`src/rtl/score_bcd_encoder_pkg.sv`:
```
// Shared definitions for the score-to-BCD encoder: widths, default limit and FSM encoding.
package score_bcd_encoder_pkg;

    localparam int unsigned SCORE_W           = 27;
    localparam int unsigned DIGITS            = 8;
    localparam int unsigned BCD_W             = 4 * DIGITS;
    localparam int unsigned SCORE_MAX_DEFAULT = 99_999_999;
    localparam int unsigned LAST_ITER         = SCORE_W - 1;

    typedef enum logic [1:0] {
        IDLE    = 2'd0,
        CONV    = 2'd1,
        PUBLISH = 2'd2
    } state_t;

endpackage

```
`src/rtl/score_bcd_encoder_dabble.sv`:
```
// One double-dabble iteration: add 3 to every BCD nibble >= 5, then shift in the next score bit.
module bcd_dabble_step
    import score_bcd_encoder_pkg::*;
(
    input  logic [BCD_W-1:0] i_acc,
    input  logic             i_bit,
    output logic [BCD_W-1:0] o_acc
);

    logic [BCD_W-1:0] w_adj;

    always_comb begin
        w_adj = i_acc;
        for (int unsigned d = 0; d < DIGITS; d++) begin
            if (i_acc[4*d +: 4] >= 4'd5) begin
                w_adj[4*d +: 4] = i_acc[4*d +: 4] + 4'd3;
            end
        end
        o_acc = {w_adj[BCD_W-2:0], i_bit};
    end

endmodule

```
`src/rtl/score_bcd_encoder.sv`:
```
// Converts a binary score to eight packed BCD digits and strobes a seven-segment driver,
// with a one-deep newest-wins request buffer and an idle-only periodic refresh strobe.
module score_bcd_encoder
    import score_bcd_encoder_pkg::*;
#(
    parameter int unsigned REFRESH_CYCLES = 1_000_000,
    parameter int unsigned SCORE_MAX      = SCORE_MAX_DEFAULT
) (
    input  logic               clk,
    input  logic               rstn,
    input  logic [SCORE_W-1:0] score,
    input  logic               score_valid,
    output logic               busy,
    output logic [BCD_W-1:0]   data,
    output logic               seg_start,
    output logic               ovf
);

    localparam int unsigned        CNT_W    = (REFRESH_CYCLES > 1) ? $clog2(REFRESH_CYCLES) : 1;
    localparam logic [CNT_W-1:0]   CNT_LAST = CNT_W'(REFRESH_CYCLES - 1);
    localparam logic [SCORE_W-1:0] MAX_V    = SCORE_W'(SCORE_MAX);
    localparam logic [4:0]         ITER_END = 5'(LAST_ITER);

    state_t             r_state;
    logic [4:0]         r_iter;
    logic [SCORE_W-1:0] r_shift;
    logic [BCD_W-1:0]   r_acc;
    logic               r_pend_v;
    logic [SCORE_W-1:0] r_pend_score;
    logic [CNT_W-1:0]   r_refresh;

    logic [BCD_W-1:0]   w_next_acc;
    logic [SCORE_W-1:0] w_src;
    logic [SCORE_W-1:0] w_sat;
    logic               w_over;
    logic               w_wrap;

    bcd_dabble_step u_step (
        .i_acc (r_acc),
        .i_bit (r_shift[SCORE_W-1]),
        .o_acc (w_next_acc)
    );

    // A request arriving during PUBLISH is newer than the buffered one, so it wins.
    assign w_src  = (r_state == PUBLISH && !score_valid) ? r_pend_score : score;
    assign w_over = (w_src > MAX_V);
    assign w_sat  = w_over ? MAX_V : w_src;
    assign w_wrap = (r_refresh == CNT_LAST);

    always_ff @(posedge clk) begin
        if (!rstn) begin
            r_state      <= IDLE;
            r_iter       <= '0;
            r_shift      <= '0;
            r_acc        <= '0;
            r_pend_v     <= 1'b0;
            r_pend_score <= '0;
            r_refresh    <= '0;
            busy         <= 1'b0;
            data         <= '0;
            seg_start    <= 1'b0;
            ovf          <= 1'b0;
        end else begin
            r_refresh <= w_wrap ? '0 : r_refresh + 1'b1;
            seg_start <= 1'b0;

            case (r_state)
                IDLE: begin
                    busy <= 1'b0;
                    if (w_wrap) begin
                        seg_start <= 1'b1;
                    end
                    if (score_valid) begin
                        r_shift <= w_sat;
                        r_acc   <= '0;
                        r_iter  <= '0;
                        r_state <= CONV;
                        busy    <= 1'b1;
                        if (w_over) begin
                            ovf <= 1'b1;
                        end
                    end
                end

                CONV: begin
                    r_acc   <= w_next_acc;
                    r_shift <= {r_shift[SCORE_W-2:0], 1'b0};
                    r_iter  <= r_iter + 5'd1;
                    if (score_valid) begin
                        r_pend_v     <= 1'b1;
                        r_pend_score <= score;
                    end
                    // Final iteration result goes straight to the output so data and the strobe line up.
                    if (r_iter == ITER_END) begin
                        data      <= w_next_acc;
                        seg_start <= 1'b1;
                        r_state   <= PUBLISH;
                    end
                end

                PUBLISH: begin
                    if (score_valid || r_pend_v) begin
                        r_pend_v <= 1'b0;
                        r_shift  <= w_sat;
                        r_acc    <= '0;
                        r_iter   <= '0;
                        r_state  <= CONV;
                        if (w_over) begin
                            ovf <= 1'b1;
                        end
                    end else begin
                        r_state <= IDLE;
                        busy    <= 1'b0;
                    end
                end

                default: begin
                    r_state <= IDLE;
                    busy    <= 1'b0;
                end
            endcase
        end
    end

endmodule

```
`config.mk`:
```
export PLATFORM = sky130hd
export DESIGN_NAME = score_bcd_encoder
export DESIGN_NICKNAME = d
export VERILOG_FILES = /design/src/rtl/score_bcd_encoder_pkg.sv /design/src/rtl/score_bcd_encoder_dabble.sv /design/src/rtl/score_bcd_encoder.sv
export SDC_FILE = /design/constraint.sdc
export NUM_CORES = 1
export LEC_CHECK = 0
export CORE_ASPECT_RATIO = 1.2
export CORE_MARGIN = 10
export CORE_UTILIZATION = 40
export CTS_BUF_LIST = sky130_fd_sc_hd__clkbuf_8 sky130_fd_sc_hd__clkbuf_16
export DETAILED_ROUTE_END_ITERATION = 10
export PLACE_DENSITY = 0.57
export SYNTH_ARGS = -nofsm -noshare
export SYNTH_HDL_FRONTEND = slang
export SYNTH_HIERARCHICAL = 1
export SYNTH_SLANG_ARGS = --single-unit
```
`constraint.sdc`:
```
create_clock -name clk -period 3.8 [get_ports clk]
set_clock_uncertainty 0.05 [all_clocks]
set_input_delay 0.76 -clock clk [delete_from_list [all_inputs] [get_ports clk]]
set_output_delay 0.76 -clock clk [all_outputs]
set_load 0.02 [all_outputs]
```
* Word-level counts from Yosys, hierarchy flattened
Cells that the tools add are included.
** Word-level totals
- Bits in registers :: 149
- Input bits :: 30
- Word-level logic and storage cells :: 92
** Operators by class
- Add/subtract/negate cells :: 10
- $lt $le $gt $ge :: 9
- Equal/unequal tests :: 9
- Multiplexer cells :: 36
- Bitwise logic cells :: 2
- Reductions and logical operators :: 15
** Operators with widths (number)
- 2-to-1 mux 27 bit :: 4
- one-hot mux 32 bit (3 select lines) :: 1
- one-hot mux 27 bit (3 select lines) :: 1
- 2-to-1 mux 32 bit :: 2
- >= comparator 4 x 3 -> 1 bit, second input constant :: 8
- adder 4 x 2 -> 4 bit, second input constant :: 7
- 2-to-1 mux 4 bit :: 7
- greater-than comparator 27 bit, second input constant :: 1
- adder 20 x 1 -> 20 bit, second input constant :: 1
- equality test 20 bit, second input constant :: 1
- one-hot mux 5 bit (3 select lines) :: 1
- 2-to-1 mux 1 bit :: 10
- 2-to-1 mux 5 bit :: 2
- AND reduction 3 bit :: 3
- != test 2 bit, second input constant :: 4
- AND reduction 2 bit :: 4
- one-hot mux 1 bit (2 select lines) :: 3
- one-hot mux 2 bit (3 select lines) :: 1
- adder 5 x 1 -> 5 bit, second input constant :: 1
- equality test 5 bit, second input constant :: 1
- 2-to-1 mux 2 bit :: 2
- nonzero test 2 bit :: 2
- adder 3 x 2 -> 3 bit, second input constant :: 1
- 2-to-1 mux 3 bit :: 1
- other kinds (11) :: 12

* Longest topological paths before layout
Gate-level depths: netlist (run 1).
- Depth in word-level cells :: 7
- Mapped depth :: 8
- Mapped depth without buffers :: 7

* Modules after synthesis
The synthesis (run 1) kept the hierarchy.
** Modules (own cells, without submodules)
- score_bcd_encoder :: times used 1, cells an instance 769, area an instance 6384.9 um2
- bcd_dabble_step :: times used 1, cells an instance 125, area an instance 798.3 um2

* Worst setup path before layout (run 1)
No wires, ideal clock.
- Kind :: input to register
- From :: in score_valid
- To :: reg r_shift[17]
- Library setup time :: 59 ps
- Arrival :: 2223 ps
- Data required time :: 3691 ps
- Setup slack :: 1468 ps
- Cell stages on the path :: 6
- Buffers on the path :: 2
- Path through :: or3b_1 buf_2 mux2_4 a311oi_4 buf_6 a31o_1
** On the way
- Cells in the longest elaborated chain, start to end :: 7
** Ends and longest elaborated chain
- from (decl) :: RTL line score_bcd_encoder.sv:12 : input logic score_valid,
- zero test 1 bit :: RTL line score_bcd_encoder.sv:45 : assign w_src = (r_state == PUBLISH && !score_valid) ? r_pend_score : score;
- logical AND 1 bit :: RTL line score_bcd_encoder.sv:45
- 2-to-1 mux 27 bit :: RTL line score_bcd_encoder.sv:45
- greater-than comparator 27 bit :: RTL line score_bcd_encoder.sv:46 : assign w_over = (w_src > MAX_V);
- 2-to-1 mux 27 bit :: RTL line score_bcd_encoder.sv:47 : assign w_sat = w_over ? MAX_V : w_src;
- 2-to-1 mux 27 bit (on tied branches) :: RTL line score_bcd_encoder.sv:102, score_bcd_encoder.sv:73
- one-hot mux 27 bit (3 select lines) :: RTL line score_bcd_encoder.sv:67 : case (r_state)
- to (signal assigned) :: RTL line score_bcd_encoder.sv:74 : r_shift <= w_sat;
- to (signal assigned) :: RTL line score_bcd_encoder.sv:87 : r_shift <= {r_shift[SCORE_W-2:0], 1'b0};
- to (signal assigned) :: RTL line score_bcd_encoder.sv:104 : r_shift <= w_sat;
- to (decl) :: RTL line score_bcd_encoder.sv:26 : logic [SCORE_W-1:0] r_shift;
Several ways; a longest one is shown, not always the timed one. The select of a mux whose other input is x is not followed.
A chain may end at the register's enable or synchronous reset.

* Worst setup path in the final report (run 1)
- From :: in score_valid
- To :: reg r_shift[12]
Same word-level chain as after synthesis.

==> out/metrics.cfg, run 1 <==
[pwr]
power_density_mw_per_mm2 = 453
p_leak_nw = 3.16
overall_power_after_layout_mw = 3.94
ir_worst_vdd_mv = 0.284

[timing]
report.final.setup_viol = 0
timing_limited_maximum_frequency_mhz = 378
fin_tns_setup_ns = 0
tightest_slew_margin_relative_to_the_limit = 0.327
final_period_minus_worst_setup_slack_ns = 2.65
fin_worst_hold_slack_ns = 0.409
period_utilization_post_route = 0.697
hold_viol_final = 0
maxSlewViolCount = 0
grt_setup_unrepaired = no
max_slew.worst_pin.slew_ns = 1.01

[final_layout]
num-nets-final = 986
final_cell_mix = 224 x sky130_fd_sc_hd__nand2_1, 149 x sky130_fd_sc_hd__dfxtp_1, 63 x sky130_fd_sc_hd__clkdlybuf4s50_1
ff_latch_area_sq_mm = 0.00298
post_route_cells_drive_above_1_share = 0.0716
antenna_cells_inserted = 0
multi_input_area_sq_mm = 0.00391
num-fill-cells = 1721
instances_no_fill = 1170
mostFrequentLayoutCell = sky130_fd_sc_hd__nand2_1
area.growth.synth_to_final_pct = 21.0

[drt]
route.final.wire_length_um = 17000
drt_iter0_markers = 319
met2WireLength_um = 8380
drt-wirelength-per-cell_um = 14.6
avgViaCountPerCell = 5.16
route.detailed.drc = 0
postRouteAntennaNets = 0
met1Wirelength_um = 7880
first_pass_iters = 6
detailroute.via_count = 6033
met3WireLength_um = 616
highest_layer = met4

[logic_synthesis]
synthDominantAreaCellType = sky130_fd_sc_hd__dfxtp_1
yosys_warn_count = 6
synth_async_sr_flop_share = 0
synth_edf_count = 0
synthFlopType = sky130_fd_sc_hd__dfxtp_1
post_synth_instance_area_sq_mm = 0.00718
unique_cell_type_count_in_the_yosys_netlist = 55
ys_seq_area_frac = 0.415
cell_count_after_synthesis = 894
yosys_register_bits = 149
post_synth.cell_area_avg_sq_um = 8.03
yosys_top_cell_area_share = 0.415
syn_nets = 943
synthTopCellsByArea = sky130_fd_sc_hd__dfxtp_1 42%, sky130_fd_sc_hd__nand2_1 12%, sky130_fd_sc_hd__a21boi_0 6.3%, sky130_fd_sc_hd__ha_1 3.3%, sky130_fd_sc_hd__a22oi_1 3.1%

[floorplanning]
coreArea_sq_mm = 0.0176
rows = 53
ioPinCount = 65
die_footprint_sq_mm = 0.0237
horiz_die_dim_um = 142
initial_core_util = 0.409
dieHeight_um = 167

[placed_design]
gp_routability_congestion = 0.799
placed_cells = 1138
hpwl_after_dpl_um = 11600
buffer_ports.inserted = 64

[clock_tree]
numCtsBuffers = 17
cts_setup_buffers = 0
ctsRootBufferMaster = sky130_fd_sc_hd__clkbuf_16
clock_tree.buffer_depth = 2
clock_tree_from_tritoncts = built
clock_sink_count = 149
insertion_delay_ns = 0.42
clk_transition_reported_paths_ns = 0.06
cts_resized = 0
hold_buffer_count_at_cts = 0
htree_num_levels = 4

[worst_setup_path]
critical_path_arrival_ns = 2.97
worst_setup_path_end_kind = flip-flop
worst_ep_required_time_ns = 4.12
criticalPathCategory = in -> reg
worst-path-max-fanout = 15
timing.reg2reg.setup_slack_ns = 1.27
kind_of_launch_point_of_the_worst_setup_path = input port

[global_routing]
number_of_antenna_violations_at_the_first_check_in_global_routing = 0
grt_pass1_wl_um = 28700
pin_count_of_the_biggest_net_entering_global_routing = 65
vias_in_the_first_global_route = 5832
grt_overflow = 0
grt_usage = 0.144

[hold_path]
worst_hold_path_type = reg -> reg

[status]
status = finished, final reports clean

[job]
max_cap_viol_count = 0

worst max-delay path: stages:
cell,delay (ns)
sky130_fd_sc_hd__clkdlybuf4s50_1,0.51
sky130_fd_sc_hd__or3b_1,0.59
sky130_fd_sc_hd__mux2_4,0.39
sky130_fd_sc_hd__a311oi_4,0.28
sky130_fd_sc_hd__buf_4,0.26
sky130_fd_sc_hd__a31o_2,0.17
cells in the mapped netlist, types with 2 or more instances:
master / instances
sky130_fd_sc_hd__and3_1: 9
sky130_fd_sc_hd__a22oi_1: 30
sky130_fd_sc_hd__o21ai_0: 15
sky130_fd_sc_hd__nor3_1: 15
sky130_fd_sc_hd__a221oi_1: 9
sky130_fd_sc_hd__nor2_1: 57
sky130_fd_sc_hd__a41oi_1: 2
sky130_fd_sc_hd__a31oi_1: 2
sky130_fd_sc_hd__nand2b_1: 18
sky130_fd_sc_hd__ha_1: 19
sky130_fd_sc_hd__o32ai_1: 2
sky130_fd_sc_hd__xor2_1: 14
sky130_fd_sc_hd__nor4_1: 4
sky130_fd_sc_hd__a31o_2: 5
sky130_fd_sc_hd__nand3_1: 24
sky130_fd_sc_hd__and4_1: 2
sky130_fd_sc_hd__nand4_1: 9
sky130_fd_sc_hd__o211ai_1: 2
sky130_fd_sc_hd__buf_1: 6
sky130_fd_sc_hd__mux2i_1: 14
sky130_fd_sc_hd__a21boi_0: 60
sky130_fd_sc_hd__a21oi_1: 25
sky130_fd_sc_hd__a21oi_2: 8
sky130_fd_sc_hd__o21ai_1: 9
sky130_fd_sc_hd__buf_2: 4
sky130_fd_sc_hd__o221ai_1: 6
sky130_fd_sc_hd__or2_2: 2
sky130_fd_sc_hd__nand2_1: 224
sky130_fd_sc_hd__clkbuf_1: 42
sky130_fd_sc_hd__nor2b_1: 32
sky130_fd_sc_hd__or4_1: 2
sky130_fd_sc_hd__inv_1: 19
sky130_fd_sc_hd__dfxtp_1: 149
sky130_fd_sc_hd__and2_1: 17
sky130_fd_sc_hd__xnor2_1: 16
sky130_fd_sc_hd__o21a_1: 2
area by class of cell:
cell class,instances,area share
multi-input combinational,672,0.450
sequential,149,0.343
timing repair buffer,78,0.0855
clock buffer,19,0.0521
tap,220,0.0317
clock inverter,13,0.0289
inverter,19,0.00821
cell families (layout without fill, tap and decap cells):
family	after synthesis	count (layout)	synth area share
AND/OR/NAND/NOR	424	424	0.269
AO/OA/AOI/OAI	184	184	0.184
flip-flops	149	149	0.415
buffers and inverters	73	129	0.0404
XOR/XNOR	30	30	0.0366
adder cells (fa/ha/maj)	19	19	0.0331
multiplexers	15	15	0.0216
where the power goes:
part | total, mW | internal, mW | switching [mW]
clock | 2.00 | 1.33 | 0.667
sequential | 1.65 | 1.61 | 0.0375
combinational | 0.289 | 0.121 | 0.168
sequential cells by signal (all words and copies together), names as in the netlist:
register      cells
r_shift          27
seg_start         1
data             32
r_pend_score     27
r_iter            5
r_pend_v          1
r_state           2
ovf               1
busy              1
r_acc            32
r_refresh        20
stage by stage:
step                worst slack, ns  utilization  area [sq um]
floorplan                      1.47            -          7180
global placement              0.756        0.454          7990
detailed placement            0.711        0.454          7990
CTS                            1.17        0.495          8690
global route                  0.953        0.495          8690
finish                         1.15        0.495          8690
metal layers:
layer	GRT usage	vias to the layer above
met5	0	-
met4	0.0410	0
met3	0.0350	12
met2	0.242	88
met1	0.178	2816
li1	-	3117
final timing paths:
path | to | start | depth (start not counted)
setup / recovery | r_shift[12] | score_valid | 6
hold / removal | data[26] | data[26] | 2
setup reg to reg | data[4] | r_state[0] | 5
hold reg to reg | data[26] | data[26] | 2
No activity file was read; power rests on OpenSTA's default activity.
==> run 2: changes to the inputs <==
- clock period: 3.8 -> 2.7 ns (I/O delays scaled with it)
==> run 2 against run 1 <==
Compared with the run above:
- sequential power increased by 41%
- via count about the same
- non-clock buffer count increased by 13
- clock power increased by 36%
- register-to-register slack got worse by 0.63 ns
- combinational power increased by 52%
- final cell count increased by 1.1%
- critical path depth increased by 1
- routed wire length about the same
- setup slack got worse by 0.60 ns
- clock-buffer cell count increased by 2
- total power increased by 39%
==> out/metrics.cfg, run 2 (synthesized netlist as in run 1, its figures left out) <==
[status]
status = finished, final reports clean

[floorplanning]
rows = 53
die_footprint_sq_mm = 0.0237
coreArea_sq_mm = 0.0176
ioPinCount = 65
initial_core_util = 0.409
dieHeight_um = 167
horiz_die_dim_um = 142

[worst_setup_path]
worst_ep_required_time_ns = 3.02
worst_setup_path_end_kind = flip-flop
slowest_delay_ns = 0.55
critical_path.n_buffers_inverters = 2
kind_of_launch_point_of_the_worst_setup_path = input port
crit_path_top_delay_cell = sky130_fd_sc_hd__or4_1
critical_path_arrival_ns = 2.47
cp_cell_sequence = clkdlybuf4s50_1, or4_1, o2111ai_1, nand2_1, a311oi_4, buf_4, a31o_2
worst-path-max-fanout = 7
criticalPathCategory = in -> reg
crit_family = simple AND/OR/NAND/NOR gates

[final_layout]
mostFrequentLayoutCell = sky130_fd_sc_hd__nand2_1
area.growth.synth_to_final_pct = 22.9
post_route_cells_drive_above_1_share = 0.0831
final_cell_mix = 224 x sky130_fd_sc_hd__nand2_1, 149 x sky130_fd_sc_hd__dfxtp_1, 63 x sky130_fd_sc_hd__clkdlybuf4s50_1
fin_area_sq_mm = 0.00883
largestRegisters = data: 32 flops, r_acc: 32 flops
antenna_cells_inserted = 0
num-nets-final = 999

[placed_design]
pre_cts_slack_ns = 0.0918
detailed_place.area_sq_mm = 0.00815
gp_routability_congestion = 0.772
buffer_ports.inserted = 64
hpwl_after_dpl_um = 11700

[clock_tree]
hold_buffer_count_at_cts = 0
clock_sink_count = 149
clock_tree.buffer_depth = 2
clock_tree_from_tritoncts = built
htree_num_levels = 4
numCtsBuffers = 17
clk_transition_reported_paths_ns = 0.06
insertion_delay_ns = 0.42
cts_resized = 0
cts_setup_buffers = 0
ctsRootBufferMaster = sky130_fd_sc_hd__clkbuf_16

[global_routing]
number_of_antenna_violations_at_the_first_check_in_global_routing = 0
grt_overflow = 0
pin_count_of_the_biggest_net_entering_global_routing = 52
grt_usage = 0.145
grt_pass1_wl_um = 29000
vias_in_the_first_global_route = 6012

[drt]
first_pass_iters = 5
avgViaCountPerCell = 5.10
postRouteAntennaNets = 0
drt_iter0_markers = 366
route.detailed.drc = 0
drt-wirelength-per-cell_um = 14.4
route.final.wire_length_um = 17000
detailroute.via_count = 6035

[timing]
report.final.setup_viol = 0
worst_setup_margin_ns = 0.548
fin_tns_setup_ns = 0
grt_setup_unrepaired = no
period_utilization_post_route = 0.797
tightest_slew_margin_relative_to_the_limit = 0.583
timing_limited_maximum_frequency_mhz = 465
final_period_minus_worst_setup_slack_ns = 2.15
maxSlewViolCount = 0
max_slew.worst_pin.slew_ns = 0.619
hold_viol_final = 0

[pwr]
fraction_of_power_spent_switching_nets = 0.219
power.share.sequential = 0.422
ir_worst_vdd_mv = 0.381
p_int_mw = 4.28
p_leak_nw = 3.25
power_density_mw_per_mm2 = 621
clock_power_share = 0.498
power.net_switching_mw = 1.20
p_comb_frac = 0.080

[job]
max_cap_viol_count = 0

[hold_path]
worst_hold_path_type = reg -> reg

[run 2: per-stage QoR]
stage	hold WS [ns]	total power [mW]	utilization	cells
3_3_place_gp	0.395	2.81	0.464	1151
6_report	0.407	5.48	0.502	1183
2_1_floorplan	0.380	2.63	-	894
4_1_cts	0.415	5.55	0.502	1183
3_5_place_dp	0.406	2.81	0.464	1151
5_1_grt	0.423	5.71	0.502	1183
[run 2: cell type report]
type | instances | area [sq um]
clock buffers | 21 | 480
clock inverters | 11 | 203
multi-input cells | 672 | 3910
well taps | 220 | 275
flip-flops and latches | 149 | 2980
fillers | 1711 | 8740
repair buffers | 91 | 903
inverters | 19 | 71.3
[run 2: power by group through the flow]
stage	clock network (mW)	logic [mW]	registers, mW
global placement	0	0.443	2.36
global route	2.89	0.492	2.32
finish	2.73	0.439	2.32
CTS	2.79	0.445	2.32
detailed placement	0	0.443	2.36
floorplan	0	0.277	2.35
[run 2: routing by layer]
metal,GRT usage,vias up,routed length [um]
met3,0.0381,17,587
met1,0.171,2785,7850
met5,0,-,0
met4,0.0467,0,253
met2,0.247,80,8350
li1,-,3153,-
[run 2: path summary, 6_finish.rpt]
path           startpoint            end  slack, ns  depth (start not counted)
max reg2reg  r_refresh[0]  r_refresh[16]       0.64                          7
min              data[11]       data[11]       0.41                          2
min reg2reg      data[11]       data[11]       0.41                          2
max             score[10]     r_shift[9]       0.55                          7
[run 2: worst reg2reg max path, stage by stage (launching register included)]
cell and delay [ns]:
sky130_fd_sc_hd__dfxtp_1 0.37, sky130_fd_sc_hd__ha_1 0.23, sky130_fd_sc_hd__nand4_1 0.16, sky130_fd_sc_hd__or2_2 0.33
sky130_fd_sc_hd__or3_1 0.42, sky130_fd_sc_hd__nand2_1 0.09, sky130_fd_sc_hd__buf_4 0.23, sky130_fd_sc_hd__nor2_1 0.08
==> run 3: changes to the inputs <==
- clock period: 2.7 -> 2.2 ns (I/O delays scaled with it)
==> run 3 against run 2 <==
Compared with the run above:
- critical path depth is the same
- non-clock buffer count rose by 27
- clock power fell by 2%
- sequential cell count did not move
- register-to-register slack got worse by 0.51 ns
- via count grew 1.8%
- largest cell class unchanged
- largest power group is now registers
- highest routed layer unchanged
==> out/metrics.cfg, run 3 (synthesized netlist as in run 1, its figures left out) <==
[worst_setup_path]
worst-path-max-fanout = 15
critical_path_arrival_ns = 2.39
crit_path_top_delay_cell = sky130_fd_sc_hd__dfxtp_1
worst_setup_path_end_kind = flip-flop
criticalPathCategory = reg -> reg
crit_family = compound AO/OA/AOI/OAI gates
cp_cell_sequence = or3b_1, buf_4, a21oi_1, o21ai_1, a311oi_4, buf_12, a31o_2
worst_ep_required_time_ns = 2.52
slowest_delay_ns = 0.47
critical_path.n_buffers_inverters = 2
kind_of_launch_point_of_the_worst_setup_path = flip-flop

[clock_tree]
ctsRootBufferMaster = sky130_fd_sc_hd__clkbuf_16
clock_tree.buffer_depth = 2
insertion_delay_ns = 0.42
htree_num_levels = 4
clock_sink_count = 149
numCtsBuffers = 17
clock_tree_from_tritoncts = built
hold_buffer_count_at_cts = 0
clk_transition_reported_paths_ns = 0.06

[drt]
highest_layer = met4
drt_iter0_markers = 283
avgViaCountPerCell = 5.08
postRouteAntennaNets = 0
met2WireLength_um = 8470
first_pass_iters = 7
route.final.wire_length_um = 17100
drt-wirelength-per-cell_um = 14.1
route.detailed.drc = 0
met3WireLength_um = 581
met1Wirelength_um = 7860
detailroute.via_count = 6145

[final_layout]
utilization = 0.506
num-fill-cells = 1711
post_route_cells_drive_above_1_share = 0.103
instances_no_fill = 1210
num-nets-final = 1026
final_cell_mix = 224 x sky130_fd_sc_hd__nand2_1, 149 x sky130_fd_sc_hd__dfxtp_1, 63 x sky130_fd_sc_hd__clkdlybuf4s50_1
multi_input_area_sq_mm = 0.00392
largestRegisters = data: 32 flops, r_acc: 32 flops
area.growth.synth_to_final_pct = 23.8
antenna_cells_inserted = 0
mostFrequentLayoutCell = sky130_fd_sc_hd__nand2_1
ff_latch_area_sq_mm = 0.00298

[floorplanning]
ioPinCount = 65
rows = 53
dieHeight_um = 167
initial_core_util = 0.409
die_footprint_sq_mm = 0.0237
coreArea_sq_mm = 0.0176
horiz_die_dim_um = 142

[global_routing]
grt_usage = 0.150
number_of_antenna_violations_at_the_first_check_in_global_routing = 0
grt_overflow = 0
pin_count_of_the_biggest_net_entering_global_routing = 42
vias_in_the_first_global_route = 6293
grt_pass1_wl_um = 29900

[timing]
grt_setup_unrepaired = no
fin_tns_setup_ns = 0
tightest_slew_margin_relative_to_the_limit = 0.651
timing_limited_maximum_frequency_mhz = 484
maxSlewViolCount = 0
max_slew.worst_pin.slew_ns = 0.520
final_period_minus_worst_setup_slack_ns = 2.07
period_utilization_post_route = 0.939
report.final.setup_viol = 0
worst_setup_margin_ns = 0.134
hold_viol_final = 0

[status]
status = finished, final reports clean

[placed_design]
placed_cells = 1177
pre_cts_slack_ns = -0.274
hpwl_after_dpl_um = 12000
buffer_ports.inserted = 64
gp_routability_congestion = 0.794

[hold_path]
worst_hold_path_type = in -> reg

[pwr]
overall_power_after_layout_mw = 6.09
power_density_mw_per_mm2 = 685
p_leak_nw = 3.32
ir_worst_vdd_mv = 0.484

[job]
max_cap_viol_count = 0

-- run 3: final cells by class --
type,instances,share of cell area
Timing Repair Buffer,118,0.124
Inverter,19,0.00802
Tap cell,220,0.0310
Sequential cell,149,0.335
Clock inverter,12,0.00844
Multi-Input combinational cell,672,0.440
Clock buffer,20,0.0525
-- run 3: routing by layer --
| metal | vias up | GRT usage |
|---|---|---|
| met4 | 0 | 0.0507 |
| li1 | 3201 | - |
| met2 | 74 | 0.260 |
| met3 | 16 | 0.0353 |
| met1 | 2854 | 0.175 |
| met5 | - | 0 |
-- run 3: power by group --
part / total, mW / leakage (nW) / internal [mW] / switching (mW)
logic: 0.571 / 1.82 / 0.265 / 0.306
clock network: 2.68 / 0.300 / 1.60 / 1.07
registers: 2.84 / 1.21 / 2.78 / 0.0605
total: 6.09 / 3.32 / 4.65 / 1.44
-- run 3: path summary, 6_finish.rpt --
check | from | to | slack, ns | cells after the start
min reg2reg | data[26] | data[26] | 0.41 | 2
max | r_state[1] | r_shift[8] | 0.13 | 7
max reg2reg | r_state[1] | r_shift[8] | 0.13 | 7
min | rstn | data[20] | 0.35 | 2
-- run 3: worst reg2reg max path: cells and delay by family (launching register included) --
| family | cells | cell delay (ns) |
|---|---|---|
| AO/OA/AOI/OAI | 4 | 0.69 |
| flip-flops | 1 | 0.47 |
| buffers and inverters | 2 | 0.36 |
| AND/OR/NAND/NOR | 1 | 0.46 |
-- run 3: what timing repair did --
action,4_1_cts,5_1_grt
endpoints found under the setup margin,0,15
buffers inserted,0,1
gates resized for setup,0,1
-- run 3: through the flow --
step	hold slack, ns	instance area (sq um)
2_1_floorplan	0.380	7180
3_3_place_gp	0.395	8340
3_5_place_dp	0.402	8340
4_1_cts	0.340	8880
5_1_grt	0.358	8890
6_report	0.351	8890
